===== config.mk =====
export PLATFORM = sky130hd
export DESIGN_NAME = pc_update_unit_flat
export DESIGN_NICKNAME = d
export VERILOG_FILES = /design/src/rtl/pc_update_unit_if.sv /design/src/rtl/pc_update_unit.sv /design/src/flat_wrapper.sv
export SDC_FILE = /design/constraint.sdc
export NUM_CORES = 1
export LEC_CHECK = 0
export BUFFER_PORTS_ARGS = -buffer_cell sky130_fd_sc_hd__buf_2
export CAP_MARGIN = 20
export CORE_MARGIN = 1
export CORE_UTILIZATION = 48
export DETAILED_ROUTE_END_ITERATION = 6
export GPL_TIMING_DRIVEN = 0
export PLACE_DENSITY = 0.77
export SLEW_MARGIN = 10
export SYNTH_ARGS = -nofsm -noshare
export SYNTH_HDL_FRONTEND = slang
export SYNTH_SLANG_ARGS = --single-unit

===== constraint.sdc =====
create_clock -name clk_i -period 3.42 [get_ports clk_i]
set_input_delay 0.855 -clock clk_i [delete_from_list [all_inputs] [get_ports clk_i]]
set_output_delay 0.855 -clock clk_i [all_outputs]
set_load 0.01 [all_outputs]

===== src/rtl/pc_update_unit_if.sv =====
// Fetch/resolve bus for the PC update unit.
// The master modport is the PC unit: it consumes the fetch handshake and the
// resolved control signals, and produces the fetch address, flush, align
// error and the branch statistics. The slave modport is the surrounding
// pipeline and instruction memory.
interface pc_update_unit_if #(
  parameter int unsigned CNT_W = 16
);
  logic             fetch_ready_i;
  logic             stall_i;
  logic             resolve_valid_i;
  logic             branch_i;
  logic             branch_result_i;
  logic             jump_i;
  logic             jr_i;
  logic [31:0]      imm_i;
  logic [25:0]      jump_target_i;
  logic [31:0]      rs_data_i;
  logic [31:0]      pc_o;
  logic             fetch_valid_o;
  logic             flush_o;
  logic             align_err_o;
  logic [CNT_W-1:0] taken_cnt_o;
  logic [CNT_W-1:0] not_taken_cnt_o;

  modport master (
    input  fetch_ready_i, stall_i, resolve_valid_i, branch_i, branch_result_i,
           jump_i, jr_i, imm_i, jump_target_i, rs_data_i,
    output pc_o, fetch_valid_o, flush_o, align_err_o, taken_cnt_o, not_taken_cnt_o
  );

  modport slave (
    output fetch_ready_i, stall_i, resolve_valid_i, branch_i, branch_result_i,
           jump_i, jr_i, imm_i, jump_target_i, rs_data_i,
    input  pc_o, fetch_valid_o, flush_o, align_err_o, taken_cnt_o, not_taken_cnt_o
  );
endinterface


===== src/rtl/pc_update_unit.sv =====
// Program-counter stage after the branch-decision mux.
// Computes the next PC from the branch/jump/jr controls, holds the PC register
// and presents it to instruction memory with a valid/ready handshake. A
// redirect resolved while fetch cannot advance is buffered (latest wins) and
// applied on the next advance; every applied redirect pulses flush_o.
// Optional macro PC_BRANCH_STATS_EN enables saturating taken/not-taken
// counters; without it both counter outputs are tied to 0.
// Ports:
//   clk_i  - clock, rising edge
//   rst_i  - asynchronous active-low reset
//   bus    - pc_update_unit_if.master (fetch handshake, resolve controls,
//            pc_o, fetch_valid_o, flush_o, align_err_o, counters)
module pc_update_unit #(
  parameter logic [31:0] RESET_PC = 32'h0000_0000,
  parameter int unsigned CNT_W    = 16
) (
  input  logic            clk_i,
  input  logic            rst_i,
  pc_update_unit_if.master bus
);

  typedef enum logic [1:0] {
    BOOT    = 2'd0,
    RUN     = 2'd1,
    PENDING = 2'd2
  } state_t;

  state_t      state_q, state_d;
  logic [31:0] pc_q, pc_d;
  logic [31:0] pend_q, pend_d;
  logic        fetch_valid_q, fetch_valid_d;
  logic        flush_q, flush_d;
  logic        align_err_q, align_err_d;

  logic [31:0] pc4_c;
  logic [31:0] br_tgt_c;
  logic [31:0] j_tgt_c;
  logic [31:0] jr_tgt_c;
  logic [31:0] target_c;
  logic        redirect_c;
  logic        advance_c;

  // Candidate targets, all wrapping mod 2^32
  assign pc4_c    = pc_q + 32'd4;
  assign br_tgt_c = pc4_c + (bus.imm_i << 2);
  assign j_tgt_c  = {pc4_c[31:28], bus.jump_target_i, 2'b00};
  assign jr_tgt_c = {bus.rs_data_i[31:2], 2'b00};

  assign redirect_c = bus.resolve_valid_i &
                      (bus.jr_i | bus.jump_i | (bus.branch_i & bus.branch_result_i));
  assign advance_c  = fetch_valid_q & bus.fetch_ready_i & ~bus.stall_i;

  // jr beats jump beats taken branch
  always_comb begin
    if (bus.jr_i)        target_c = jr_tgt_c;
    else if (bus.jump_i) target_c = j_tgt_c;
    else                 target_c = br_tgt_c;
  end

  // Next-state and next-output logic
  always_comb begin
    state_d       = state_q;
    pc_d          = pc_q;
    pend_d        = pend_q;
    fetch_valid_d = fetch_valid_q;
    flush_d       = 1'b0;
    align_err_d   = bus.resolve_valid_i & bus.jr_i & (|bus.rs_data_i[1:0]);

    unique case (state_q)
      BOOT: begin
        state_d       = RUN;
        fetch_valid_d = 1'b1;
      end
      RUN: begin
        if (advance_c) begin
          if (redirect_c) begin
            pc_d    = target_c;
            flush_d = 1'b1;
          end else begin
            pc_d = pc4_c;
          end
        end else if (redirect_c) begin
          pend_d  = target_c;
          state_d = PENDING;
        end
      end
      PENDING: begin
        if (redirect_c) pend_d = target_c;
        if (advance_c) begin
          // A same-cycle redirect supersedes the buffered one
          pc_d    = redirect_c ? target_c : pend_q;
          flush_d = 1'b1;
          state_d = RUN;
        end
      end
      default: begin
        state_d = BOOT;
      end
    endcase
  end

  // State and registered outputs
  always_ff @(posedge clk_i or negedge rst_i) begin
    if (!rst_i) begin
      state_q       <= BOOT;
      pc_q          <= RESET_PC;
      pend_q        <= 32'd0;
      fetch_valid_q <= 1'b0;
      flush_q       <= 1'b0;
      align_err_q   <= 1'b0;
    end else begin
      state_q       <= state_d;
      pc_q          <= pc_d;
      pend_q        <= pend_d;
      fetch_valid_q <= fetch_valid_d;
      flush_q       <= flush_d;
      align_err_q   <= align_err_d;
    end
  end

  assign bus.pc_o          = pc_q;
  assign bus.fetch_valid_o = fetch_valid_q;
  assign bus.flush_o       = flush_q;
  assign bus.align_err_o   = align_err_q;

`ifdef PC_BRANCH_STATS_EN
  logic [CNT_W-1:0] taken_q;
  logic [CNT_W-1:0] not_taken_q;

  // Saturating branch outcome counters, independent of stall/advance
  always_ff @(posedge clk_i or negedge rst_i) begin
    if (!rst_i) begin
      taken_q     <= '0;
      not_taken_q <= '0;
    end else if (bus.resolve_valid_i & bus.branch_i) begin
      if (bus.branch_result_i) begin
        if (taken_q != {CNT_W{1'b1}}) taken_q <= taken_q + CNT_W'(1);
      end else begin
        if (not_taken_q != {CNT_W{1'b1}}) not_taken_q <= not_taken_q + CNT_W'(1);
      end
    end
  end

  assign bus.taken_cnt_o     = taken_q;
  assign bus.not_taken_cnt_o = not_taken_q;
`else
  assign bus.taken_cnt_o     = {CNT_W{1'b0}};
  assign bus.not_taken_cnt_o = {CNT_W{1'b0}};
`endif

endmodule


===== src/flat_wrapper.sv =====
// flat-port wrapper written by rule: the top's interface ports become plain ports
module pc_update_unit_flat 
#(
  parameter logic [31:0] RESET_PC = 32'h0000_0000,
  parameter int unsigned CNT_W    = 16
)
  (clk_i, rst_i, bus_fetch_ready_i, bus_stall_i, bus_resolve_valid_i, bus_branch_i, bus_branch_result_i, bus_jump_i, bus_jr_i, bus_imm_i, bus_jump_target_i, bus_rs_data_i, bus_pc_o, bus_fetch_valid_o, bus_flush_o, bus_align_err_o, bus_taken_cnt_o, bus_not_taken_cnt_o);
  pc_update_unit_if #(.CNT_W(CNT_W)) bus_i ();
  input  logic clk_i;
  input  logic rst_i;
  input wire logic [$bits(bus_i.fetch_ready_i)-1:0] bus_fetch_ready_i;
  input wire logic [$bits(bus_i.stall_i)-1:0] bus_stall_i;
  input wire logic [$bits(bus_i.resolve_valid_i)-1:0] bus_resolve_valid_i;
  input wire logic [$bits(bus_i.branch_i)-1:0] bus_branch_i;
  input wire logic [$bits(bus_i.branch_result_i)-1:0] bus_branch_result_i;
  input wire logic [$bits(bus_i.jump_i)-1:0] bus_jump_i;
  input wire logic [$bits(bus_i.jr_i)-1:0] bus_jr_i;
  input wire logic [$bits(bus_i.imm_i)-1:0] bus_imm_i;
  input wire logic [$bits(bus_i.jump_target_i)-1:0] bus_jump_target_i;
  input wire logic [$bits(bus_i.rs_data_i)-1:0] bus_rs_data_i;
  output wire logic [$bits(bus_i.pc_o)-1:0] bus_pc_o;
  output wire logic [$bits(bus_i.fetch_valid_o)-1:0] bus_fetch_valid_o;
  output wire logic [$bits(bus_i.flush_o)-1:0] bus_flush_o;
  output wire logic [$bits(bus_i.align_err_o)-1:0] bus_align_err_o;
  output wire logic [$bits(bus_i.taken_cnt_o)-1:0] bus_taken_cnt_o;
  output wire logic [$bits(bus_i.not_taken_cnt_o)-1:0] bus_not_taken_cnt_o;
  assign bus_i.fetch_ready_i = bus_fetch_ready_i;
  assign bus_i.stall_i = bus_stall_i;
  assign bus_i.resolve_valid_i = bus_resolve_valid_i;
  assign bus_i.branch_i = bus_branch_i;
  assign bus_i.branch_result_i = bus_branch_result_i;
  assign bus_i.jump_i = bus_jump_i;
  assign bus_i.jr_i = bus_jr_i;
  assign bus_i.imm_i = bus_imm_i;
  assign bus_i.jump_target_i = bus_jump_target_i;
  assign bus_i.rs_data_i = bus_rs_data_i;
  assign bus_pc_o = bus_i.pc_o;
  assign bus_fetch_valid_o = bus_i.fetch_valid_o;
  assign bus_flush_o = bus_i.flush_o;
  assign bus_align_err_o = bus_i.align_err_o;
  assign bus_taken_cnt_o = bus_i.taken_cnt_o;
  assign bus_not_taken_cnt_o = bus_i.not_taken_cnt_o;
  pc_update_unit #(.RESET_PC(RESET_PC), .CNT_W(CNT_W)) u_core (.clk_i(clk_i), .rst_i(rst_i), .bus(bus_i));
endmodule

==> results.yml <==
synthesis:
  ys.flop_type: "dfrtp_1"
  ys_async_sr_fraction: 1.000
  synth_xor_area_frac: 0.06608
  synth-compound-area-share: 0.2651
  yosys.area.top_type: "dfrtp_1"
  ys_seq_area_frac: 0.2772
  yosysMostFrequentCell: "nand2_1"
  postSynthCellCount: 761
  synth.area.top_cells: "dfrtp_1, ha_1, nand2_1"
  synth_top_area_share: 0.2772
  yosys.area_share.simple: 0.1711
  synth.distinct_cells: 70
  synth_edf_count: 0
  synth_fa_ha_area_frac: 0.08355
  avgSynthCellArea_um2: 8.186
  yosys_warnings: 0
  netlist_top_cells_count: "nand2_1, dfrtp_1, o21ai_0, nor2_1, a21oi_1"
  muxShareOfSynthArea: 0.06327
  synth-seq-cells: 69
  synth_area_mm2: 0.006230
  synth_top_family_by_area: "compound AO/OA/AOI/OAI gates"
global_routing:
  overflow: 0
  track_usage: 0.3506
  grt_pass1_vias: 6347
  grt_max_degree: 58
  grt_pass1_wl_mm: 34.53
  antenna_found_initial: 0
clock_network:
  htreeDepth: 3
  path_clk_slew_ns: 0.06
  cts_tree: "built"
  worstSkewPairLatency_ns: 0.34
  clock_sinks: 69
  postCtsHoldBufs: 0
  cts_max_path_buffers: 2
  numCtsBuffers: 9
  cts-root-buf: "clkbuf_16"
timing:
  fin_crit_ns: 3.708
  fmax_mhz: 269.7
  finalSetupViolCount: 25
  final_max_slew_viol_count: 0
  slew_headroom: 0.3242
  period_share: 1.084
  worstMarginPinSlew_ns: 1.014
  timing.hold.ws_ns: 0.3593
  timing.final.ws_setup_ns: -0.2884
  rsz0062_at_grt: "yes"
  finalHoldViolCount: 0
  skew_ns: 0.007878
  tns_ns: -3.695
outcome:
  outcome: "finished, violations left"
  violations: "design-rule violations, negative setup slack"
routing:
  wl_per_cell_um: 21.08
  dr.first_iter.drc_count: 932
  vias_per_cell: 6.206
  routed-via-count: 7348
  route.detailed.drc: 4
  ant_nets: 0
  firstDrtPassIters: 7
  wl_mm: 24.96
floorplanning:
  die_area_mm2: 0.01344
  rows: 41
  fp.dieW_um: 115.9
  ioPinCount: 166
  core_region_area_mm2: 0.01262
  die_h_um: 115.9
  initial_utilization: 0.4937
setup_path:
  start_kind: "flip-flop"
  critPathKind: "reg2reg"
  crit_fanout: 6
  critPathRequiredTime_ns: 3.63
  cp_data_arrival_time_ns: 3.92
  endpoint_kind: "flip-flop"
layout:
  final_area_mm2: 0.008941
  fin_nets: 1149
  drive_gt1_frac: 0.3933
  num_antenna_cells: 0
  area_delta_synth_final_pct: 43.52
power:
  pwr-share-seq: 0.191
  peakVddDrop_uv: 449.9
  power_density_mw_per_mm2: 895.5
  power.share.combinational: 0.694
  leakage_nw: 4.142
  p_sw_frac: 0.4733
  power.switching_w: 0.003790
  clkPwrFrac: 0.115
  internal_power_w: 0.004217
placement:
  gp_congestion: 0.9741
  place_ws_ns: -0.7079
  place_hpwl_mm: 16.49
  placed_cell_area_mm2: 0.007249
  io_buffers: 130
min_path:
  worstHoldPathType: "in2async"
flow_run:
  drv_cap: 0
[worst max-delay path, cell delays in order (launching register included)]
cell and delay (ns):
dfrtp_1 0.39, nand4_1 0.19, buf_4 0.21, nor3_4 0.21, nand3_2 0.12, xnor2_2 0.42
ha_4 0.30, a21o_1 0.16, a221o_1 0.38, a21oi_4 0.23, a31oi_4 0.15, xnor2_2 0.16
a222oi_1 0.30, buf_4 0.17, mux2_4 0.14, o21ai_2 0.04
[power groups by stage]
stage / clock network [W] / registers, W / logic, W
3_5_place_dp: 0 / 0.00155 / 0.00393
5_1_grt: 0.000948 / 0.00156 / 0.00588
2_1_floorplan: 0 / 0.00154 / 0.00278
6_report: 0.000924 / 0.00153 / 0.00556
4_1_cts: 0.000915 / 0.00148 / 0.00465
3_3_place_gp: 0 / 0.00154 / 0.00389
[area by class of cell]
type | instances | area, um2
inverters | 19 | 71.32
flip-flops and latches | 69 | 1739
well taps | 172 | 215.2
fillers | 968 | 3679
repair buffers | 209 | 1285
clock inverters | 1 | 5.005
clock buffers | 13 | 280.3
plain buffers | 65 | 371.6
multi-input cells | 636 | 4974
[logic make-up after synthesis]
| family | after synthesis |
|---|---|
| flops | 69 |
| xor+xnor | 47 |
| other cells | 1 |
| mux | 37 |
| fa+ha+maj | 41 |
| simple gates | 229 |
| buf+inv | 87 |
| compound gates | 250 |
[path summary, 6_finish.rpt]
kind / startpoint / slack [ns] / end / depth (start not counted)
min in group clk_i: u_core.pend_q[0] / 0.48 / u_core.pend_q[0] / 2
worst min register to register: u_core.pend_q[0] / 0.48 / u_core.pend_q[0] / 2
worst min-delay path: rst_i / 0.36 / u_core.bus.pc_o[25] / 1
worst max-delay path: u_core.bus.pc_o[15] / -0.29 / u_core.bus.pc_o[23] / 15
max in group asynchronous: rst_i / 2.48 / u_core.bus.pc_o[4] / 2
worst max register to register: u_core.bus.pc_o[15] / -0.29 / u_core.bus.pc_o[23] / 15
[what timing repair did]
action / 4_1_cts / 5_1_grt
buffers inserted: 44 / 35
setup endpoints to repair: 36 / 35
resized for setup: 78 / 82
pin swaps: 58 / 62
hold endpoints to repair: 0 / 0
[metrics by stage]
step,power (W),utilization,cells
final,0.008007,0.7085,1184
after global routing,0.008390,0.7085,1184
after CTS,0.007042,0.6545,1151
after detailed placement,0.005485,0.5745,1095
after global placement,0.005430,0.5721,1094
after floorplan,0.004321,-,792
[per-layer routing]
layer	up-vias	track usage	wire length, um
met5	-	0	0
met4	0	0.1974	1477
met3	125	0.07897	3085
met2	613	0.5389	11220
met1	3402	0.4557	9182
li1	3208	-	-
[sequential cells by signal (all words and copies together) (netlist names)]
register,flops
u_core.bus.pc_o,32
u_core.bus.align_err_o,1
u_core.state_q,2
u_core.bus.fetch_valid_o,1
u_core.pend_q,32
u_core.bus.flush_o,1
[cells in the final DEF, fill, tap and decap left out, types with 20 or more instances in the layout]
| cell type | synthesis | routed |
|---|---|---|
| a21oi_1 | 41 | 31 |
| ha_1 | 40 | 25 |
| a21o_1 | 22 | 22 |
| buf_2 | 1 | 129 |
| o211ai_1 | 20 | 20 |
| buf_4 | 32 | 106 |
| o21ai_0 | 64 | 58 |
| clkbuf_1 | 27 | 25 |
| dfrtp_1 | 69 | 59 |
| conb_1 | 1 | 32 |
| nand2_1 | 93 | 88 |
| nor2_1 | 46 | 42 |
(Power assumes the default switching activity.)
